**config.mk**
```make
export PLATFORM = sky130hd
export DESIGN_NAME = object_line_evaluator_m
export DESIGN_NICKNAME = d
export VERILOG_FILES = /design/src/rtl/object_line_evaluator_m.sv
export SDC_FILE = /design/constraint.sdc
export NUM_CORES = 1
export LEC_CHECK = 0
export ABC_CLOCK_PERIOD_IN_PS = 4300
export CORE_MARGIN = 2
export CORE_UTILIZATION = 55
export DETAILED_ROUTE_END_ITERATION = 8
export PLACE_DENSITY = 0.94
export SYNTH_ARGS = -nofsm -noshare
export SYNTH_HDL_FRONTEND = slang
export SYNTH_SLANG_ARGS = --single-unit
```
**constraint.sdc**
```tcl
create_clock -name clk -period 4.3 [get_ports clk]
set_input_delay 0.86 -clock clk [delete_from_list [all_inputs] [get_ports clk]]
set_output_delay 0.86 -clock clk [all_outputs]
set_load 0.01 [all_outputs]
```
**src/rtl/object_line_evaluator_m.sv**
```systemverilog
// Object line evaluator: scans OBM for objects on the next scanline,
// fetches their PMF pattern rows, applies flips and writes slot entries.
//
// Ports:
//   clk, rst            clock, synchronous active-high reset
//   start, line_yp      begin evaluation of scanline line_yp (IDLE only)
//   obm_addr, obm_data  object memory read port (1-cycle latency)
//   pmf_addr, pmf_data  pattern memory read port (1-cycle latency)
//   slot_we..slot_line  slot list write port
//   slot_count          slots written this line
//   overflow            more hits than slots on this line
//   busy, done          scan in progress / 1-cycle end-of-scan pulse
module object_line_evaluator_m #(
    parameter int NUM_OBJECTS = 64,
    parameter int MAX_SLOTS   = 8,
    localparam int SW = $clog2(MAX_SLOTS),
    localparam int OW = $clog2(NUM_OBJECTS)
) (
    input  logic          clk,
    input  logic          rst,
    input  logic          start,
    input  logic [7:0]    line_yp,
    output logic [7:0]    obm_addr,
    input  logic [7:0]    obm_data,
    output logic [8:0]    pmf_addr,
    input  logic [7:0]    pmf_data,
    output logic          slot_we,
    output logic [SW-1:0] slot_idx,
    output logic [7:0]    slot_xp,
    output logic [2:0]    slot_color,
    output logic [15:0]   slot_line,
    output logic [SW:0]   slot_count,
    output logic          overflow,
    output logic          busy,
    output logic          done
);

    typedef enum logic [2:0] {
        IDLE, CHK, ATTR, XP, COL, EMIT, DONE
    } state_t;

    localparam logic [OW-1:0] LAST = OW'(NUM_OBJECTS - 1);
    localparam logic [SW:0]   FULL = (SW+1)'(MAX_SLOTS);

    state_t state, state_d;

    // wt marks the cycle in which a just-issued read is still in flight
    logic          wt, wt_d;
    logic [OW-1:0] obj, obj_d;
    logic [7:0]    ly, ly_d;
    logic [2:0]    row, row_d;
    logic          hf, hf_d;
    logic [4:0]    pmfa, pmfa_d;
    logic [7:0]    xp, xp_d;
    logic [7:0]    hi, hi_d;

    logic [7:0]    obm_addr_d;
    logic [8:0]    pmf_addr_d;
    logic          slot_we_d;
    logic [SW-1:0] slot_idx_d;
    logic [7:0]    slot_xp_d;
    logic [2:0]    slot_color_d;
    logic [15:0]   slot_line_d;
    logic [SW:0]   cnt_d;
    logic          ovf_d;
    logic          busy_d;
    logic          done_d;

    logic [8:0]    dy;
    logic          hit;
    logic [2:0]    rowv;
    logic [15:0]   raw;

    // pixel n <-> pixel 7-n, bit order inside a pixel preserved
    function automatic logic [15:0] prev(input logic [15:0] v);
        logic [15:0] r;
        r = '0;
        for (int i = 0; i < 8; i++)
            r[15-2*i -: 2] = v[2*i+1 -: 2];
        return r;
    endfunction

    // borrow in dy[8] means yp lies below this line: no wrap-around
    assign dy   = {1'b0, ly} - {1'b0, obm_data};
    assign hit  = !dy[8] && (dy[7:3] == 5'd0);
    assign rowv = obm_data[5] ? ~row : row;
    assign raw  = {hi, pmf_data};

    always_comb begin
        state_d      = state;
        wt_d         = wt;
        obj_d        = obj;
        ly_d         = ly;
        row_d        = row;
        hf_d         = hf;
        pmfa_d       = pmfa;
        xp_d         = xp;
        hi_d         = hi;
        obm_addr_d   = obm_addr;
        pmf_addr_d   = pmf_addr;
        slot_we_d    = 1'b0;
        slot_idx_d   = slot_idx;
        slot_xp_d    = slot_xp;
        slot_color_d = slot_color;
        slot_line_d  = slot_line;
        cnt_d        = slot_count;
        ovf_d        = overflow;
        busy_d       = busy;
        done_d       = 1'b0;
        unique case (state)
            IDLE: begin
                if (start) begin
                    ly_d       = line_yp;
                    obj_d      = '0;
                    cnt_d      = '0;
                    ovf_d      = 1'b0;
                    obm_addr_d = {{OW{1'b0}}, 2'd1};
                    wt_d       = 1'b1;
                    busy_d     = 1'b1;
                    state_d    = CHK;
                end
            end
            CHK: begin
                if (wt) begin
                    wt_d = 1'b0;
                end else if (!hit) begin
                    if (obj == LAST) begin
                        state_d = DONE;
                        done_d  = 1'b1;
                        busy_d  = 1'b0;
                    end else begin
                        obj_d      = obj + 1'b1;
                        obm_addr_d = {obj + 1'b1, 2'd1};
                        wt_d       = 1'b1;
                    end
                end else if (slot_count == FULL) begin
                    ovf_d   = 1'b1;
                    state_d = DONE;
                    done_d  = 1'b1;
                    busy_d  = 1'b0;
                end else begin
                    row_d      = dy[2:0];
                    obm_addr_d = {obj, 2'd2};
                    wt_d       = 1'b1;
                    state_d    = ATTR;
                end
            end
            ATTR: begin
                if (wt) begin
                    wt_d = 1'b0;
                end else begin
                    hf_d       = obm_data[6];
                    pmfa_d     = obm_data[4:0];
                    row_d      = rowv;
                    obm_addr_d = {obj, 2'd0};
                    pmf_addr_d = {obm_data[4:0], rowv, 1'b0};
                    wt_d       = 1'b1;
                    state_d    = XP;
                end
            end
            XP: begin
                if (wt) begin
                    wt_d = 1'b0;
                end else begin
                    xp_d       = obm_data;
                    hi_d       = pmf_data;
                    obm_addr_d = {obj, 2'd3};
                    pmf_addr_d = {pmfa, row, 1'b1};
                    wt_d       = 1'b1;
                    state_d    = COL;
                end
            end
            COL: begin
                if (wt) begin
                    wt_d = 1'b0;
                end else begin
                    slot_we_d    = 1'b1;
                    slot_idx_d   = slot_count[SW-1:0];
                    cnt_d        = slot_count + 1'b1;
                    slot_xp_d    = xp;
                    slot_color_d = obm_data[2:0];
                    slot_line_d  = hf ? prev(raw) : raw;
                    state_d      = EMIT;
                end
            end
            EMIT: begin
                if (obj == LAST) begin
                    state_d = DONE;
                    done_d  = 1'b1;
                    busy_d  = 1'b0;
                end else begin
                    obj_d      = obj + 1'b1;
                    obm_addr_d = {obj + 1'b1, 2'd1};
                    wt_d       = 1'b1;
                    state_d    = CHK;
                end
            end
            DONE: begin
                state_d = IDLE;
            end
            default: begin
                state_d = IDLE;
                busy_d  = 1'b0;
            end
        endcase
    end

    always_ff @(posedge clk) begin
        if (rst) begin
            state      <= IDLE;
            wt         <= 1'b0;
            obj        <= '0;
            ly         <= '0;
            row        <= '0;
            hf         <= 1'b0;
            pmfa       <= '0;
            xp         <= '0;
            hi         <= '0;
            obm_addr   <= '0;
            pmf_addr   <= '0;
            slot_we    <= 1'b0;
            slot_idx   <= '0;
            slot_xp    <= '0;
            slot_color <= '0;
            slot_line  <= '0;
            slot_count <= '0;
            overflow   <= 1'b0;
            busy       <= 1'b0;
            done       <= 1'b0;
        end else begin
            state      <= state_d;
            wt         <= wt_d;
            obj        <= obj_d;
            ly         <= ly_d;
            row        <= row_d;
            hf         <= hf_d;
            pmfa       <= pmfa_d;
            xp         <= xp_d;
            hi         <= hi_d;
            obm_addr   <= obm_addr_d;
            pmf_addr   <= pmf_addr_d;
            slot_we    <= slot_we_d;
            slot_idx   <= slot_idx_d;
            slot_xp    <= slot_xp_d;
            slot_color <= slot_color_d;
            slot_line  <= slot_line_d;
            slot_count <= cnt_d;
            overflow   <= ovf_d;
            busy       <= busy_d;
            done       <= done_d;
        end
    end

endmodule

```
==> out/metrics.yaml <==
cts:
  insertion_delay_ps: 360
  cts_resized: 0
  cts.sinks: 98
  numCtsBuffers: 9
  cts_tree: "yes"
  cts_root_buf: "clkbuf_8"
  post_cts_buffers: 0
  htreeDepth: 3
  clk_pin_slew_ps: 100
  ctsLongestPathBuffers: 2
  cts_hold_buf: 0
cells_and_area:
  drive_gt1_share_pct: 6.329
  utilization_pct: 69.35
  fill_cells: 638
  syn2layout_area_growth_pct: 22.25
  antenna_cells: 0
  multiInputGateArea_mm2: 0.002497
  seqCellArea_mm2: 0.001962
  fin_nets: 666
hold_path:
  min_delay_path_depth: 2
  hp-class: "reg2reg"
  hold_end: "pmf_addr[0]$_SDFFE_PP0P_"
  hp-start: "pmf_addr[0]$_SDFFE_PP0P_"
floorplan:
  die_y_um: 96.06
  fp.dieW_um: 96.06
  dieArea_mm2: 0.009227
  start_util_pct: 56.72
  io_pins: 82
  rows: 33
  core-area_mm2: 0.008217
synthesis:
  synth_ff_type: "dfxtp_1"
  synth_top_area_share_pct: 42.09
  synth_top_cell_by_area: "dfxtp_1"
  yosysSeqAreaShare_pct: 42.09
  async_flop_share_pct: 0
  ys_types: 64
  synth_common_cells: "102 x nand2_1, 98 x dfxtp_1, 60 x nor2_1, 58 x a21oi_1, 32 x mux2i_1"
  synth_area_leaders: "dfxtp_1 42%, nand2_1 8.2%, mux2i_1 6.9%, a21oi_1 6.2%, nor2_1 4.8%"
  syn_nets: 603
  syn-mean-instance-area_um2: 8.264
  synthCells: 564
  synth-edff-count: 0
  yosysMostFrequentCell: "nand2_1"
  yosys_warnings: 0
  synth_seq_cells: 98
  synth.cell_area_mm2: 0.004661
placement:
  routabilityCongestion: 0.9425
  port_buffers: 81
  hpwl_mm: 8.679
sta:
  fin_hold_ws_ps: 464.1
  timing.final.crit_share_pct: 84.34
  fin_skew_ps: 6.744
  setup_viol: 0
  maxSlewViolCount: 0
  fin_setup_tns_ps: 0
  fmax_mhz: 275.7
  max_slew_margin_pct: 27.90
  min_period_ps: 3627
  hold_viol_final: 0
  rsz0062_at_grt: "no"
  tightest_slew_ps: 1078
detailed_routing:
  drc: 0
  first_pass_iters: 5
  vias: 4383
  drtAntennaViolNets: 0
  wl_mm: 12.16
  viasPerCell: 5.947
  drt_iter0_drc: 330
  post_drt_wl_per_cell_um: 16.49
setup_path:
  critPathLaunchType: "input pin"
  path_depth: 10
  timing.critical_path.buf_inv: 1
  crit_slowest_cell: "clkdlybuf4s50_1"
  worstSetupEndpointType: "flop"
  r2r_slack_ps: 1360
  cp_top_family: "compound AO/OA/AOI/OAI gates"
  crit_fanout: 6
  worst_r2r_endpoint: "row[1]$_SDFFE_PP0P_"
  path_cells: "clkdlybuf4s50_1 -> ha_1 -> fa_1 -> nand2b_1 -> a211oi_1 -> o41ai_1 -> mux2i_2 -> nand4_1 -> a21boi_1 -> a32o_1"
  worstRegToRegCells: 10
  cp.required_ps: 4610
  cpPeakStageDelay_ps: 500
  arrival_ps: 3930
  regToRegStartpoint: "ly[0]$_SDFFE_PP0P_"
  criticalPathCategory: "in2reg"
grt:
  grt_pass1_vias: 3957
  gr-total-overflow: 0
  antenna_found_initial: 0
  grt_pass1_wl_mm: 19.13
  grt_usage_pct: 26.53
  grt_max_degree: 78
job:
  maxCapViolations: 0
pwr:
  p_per_area_mw_per_mm2: 482.1
  power_uw: 2747
  p_leak_uw: 0.001930
  ir_drop_uv: 262.6
status:
  status: "completed"
final cells by class:
cell class                      count  share of cell area [%]
Clock buffer                       10                   2.415
Timing Repair Buffer               85                   14.67
Clock inverter                      6                   1.032
Sequential cell                    98                   34.43
Inverter                           20                   1.318
Multi-Input combinational cell    413                   43.83
Tap cell                          105                   2.306
worst max path at each step:
stage,from,end,slack (ps)
after floorplan,obm_data[0],obm_addr[5]$_SDFFE_PP0P_,1260
after global placement,obm_data[2],obm_addr[5]$_SDFFE_PP0P_,510
after detailed placement,obm_data[0],obm_addr[5]$_SDFFE_PP0P_,390
after CTS,obm_data[2],obm_addr[5]$_SDFFE_PP0P_,760
after global routing,obm_data[0],row[1]$_SDFFE_PP0P_,590
final,obm_data[0],row[1]$_SDFFE_PP0P_,670
tightest hold or removal path, delay by kind of cell (launching register included):
family	cells	cell delay [ps]
and+or+nand+nor	1	50
AOI/OAI and AO/OA	1	50
DFF	1	320
state kept, by name, summed over array words and instances, names as in the netlist, 3 cells and up:
register,flops
slot_line,16
pmf_addr,9
hi,8
ly,8
obm_addr,8
slot_xp,8
xp,8
obj,6
pmfa,5
slot_count,4
row,3
slot_color,3
slot_idx,3
state,3
cells in the final DEF, fill, tap and decap left out, drive strengths merged, types with 2 or more instances in the layout:
master	n
nand3	11
a22oi	2
dfxtp	98
a221oi	3
nand4	2
o32ai	2
a211oi	30
o22ai	2
clkbuf	10
and3	4
xnor2	2
a211o	2
clkinv	3
a22o	2
a31oi	8
o41ai	3
clkdlybuf4s50	80
ha	11
nor2	60
inv	22
a21o	2
nor3	13
o21ai	19
a32o	2
o31ai	3
nor4	3
buf	5
nor2b	5
mux2i	33
xor2	6
a21oi	59
nand2b	4
nand2	103
a21bo	2
per-layer routing:
layer	GRT usage, %	vias to the layer above	part of all wire (%)
li1	-	2116	-
met1	35.76	2064	43
met2	43.46	179	49
met3	3.915	24	6.1
met4	9.048	0	1.9
met5	0	-	0
report_power, final:
part           switching (uW)  leakage (uW)  internal (uW)  total [uW]
combinational             587       0.00104            412         999
clock                     345     0.0000966            239         583
sequential                140      0.000794           1020        1160
per-stage QoR:
step,setup slack (ps),std cells,area (um2)
floorplan,1259,564,4661
global placement,509.8,721,5502
detailed placement,387.7,721,5502
CTS,764.5,737,5698
global route,590.2,737,5698
finish,673.3,737,5698
cells by family after synthesis:
logic type / Yosys count / synth area share (%)
compound gates: 151 / 22.28
xor+xnor: 8 / 1.503
fa+ha+maj: 12 / 3.383
buf+inv: 53 / 4.349
flops: 98 / 42.09
mux: 34 / 7.409
simple gates: 208 / 18.98
(Power assumes the default switching activity.)
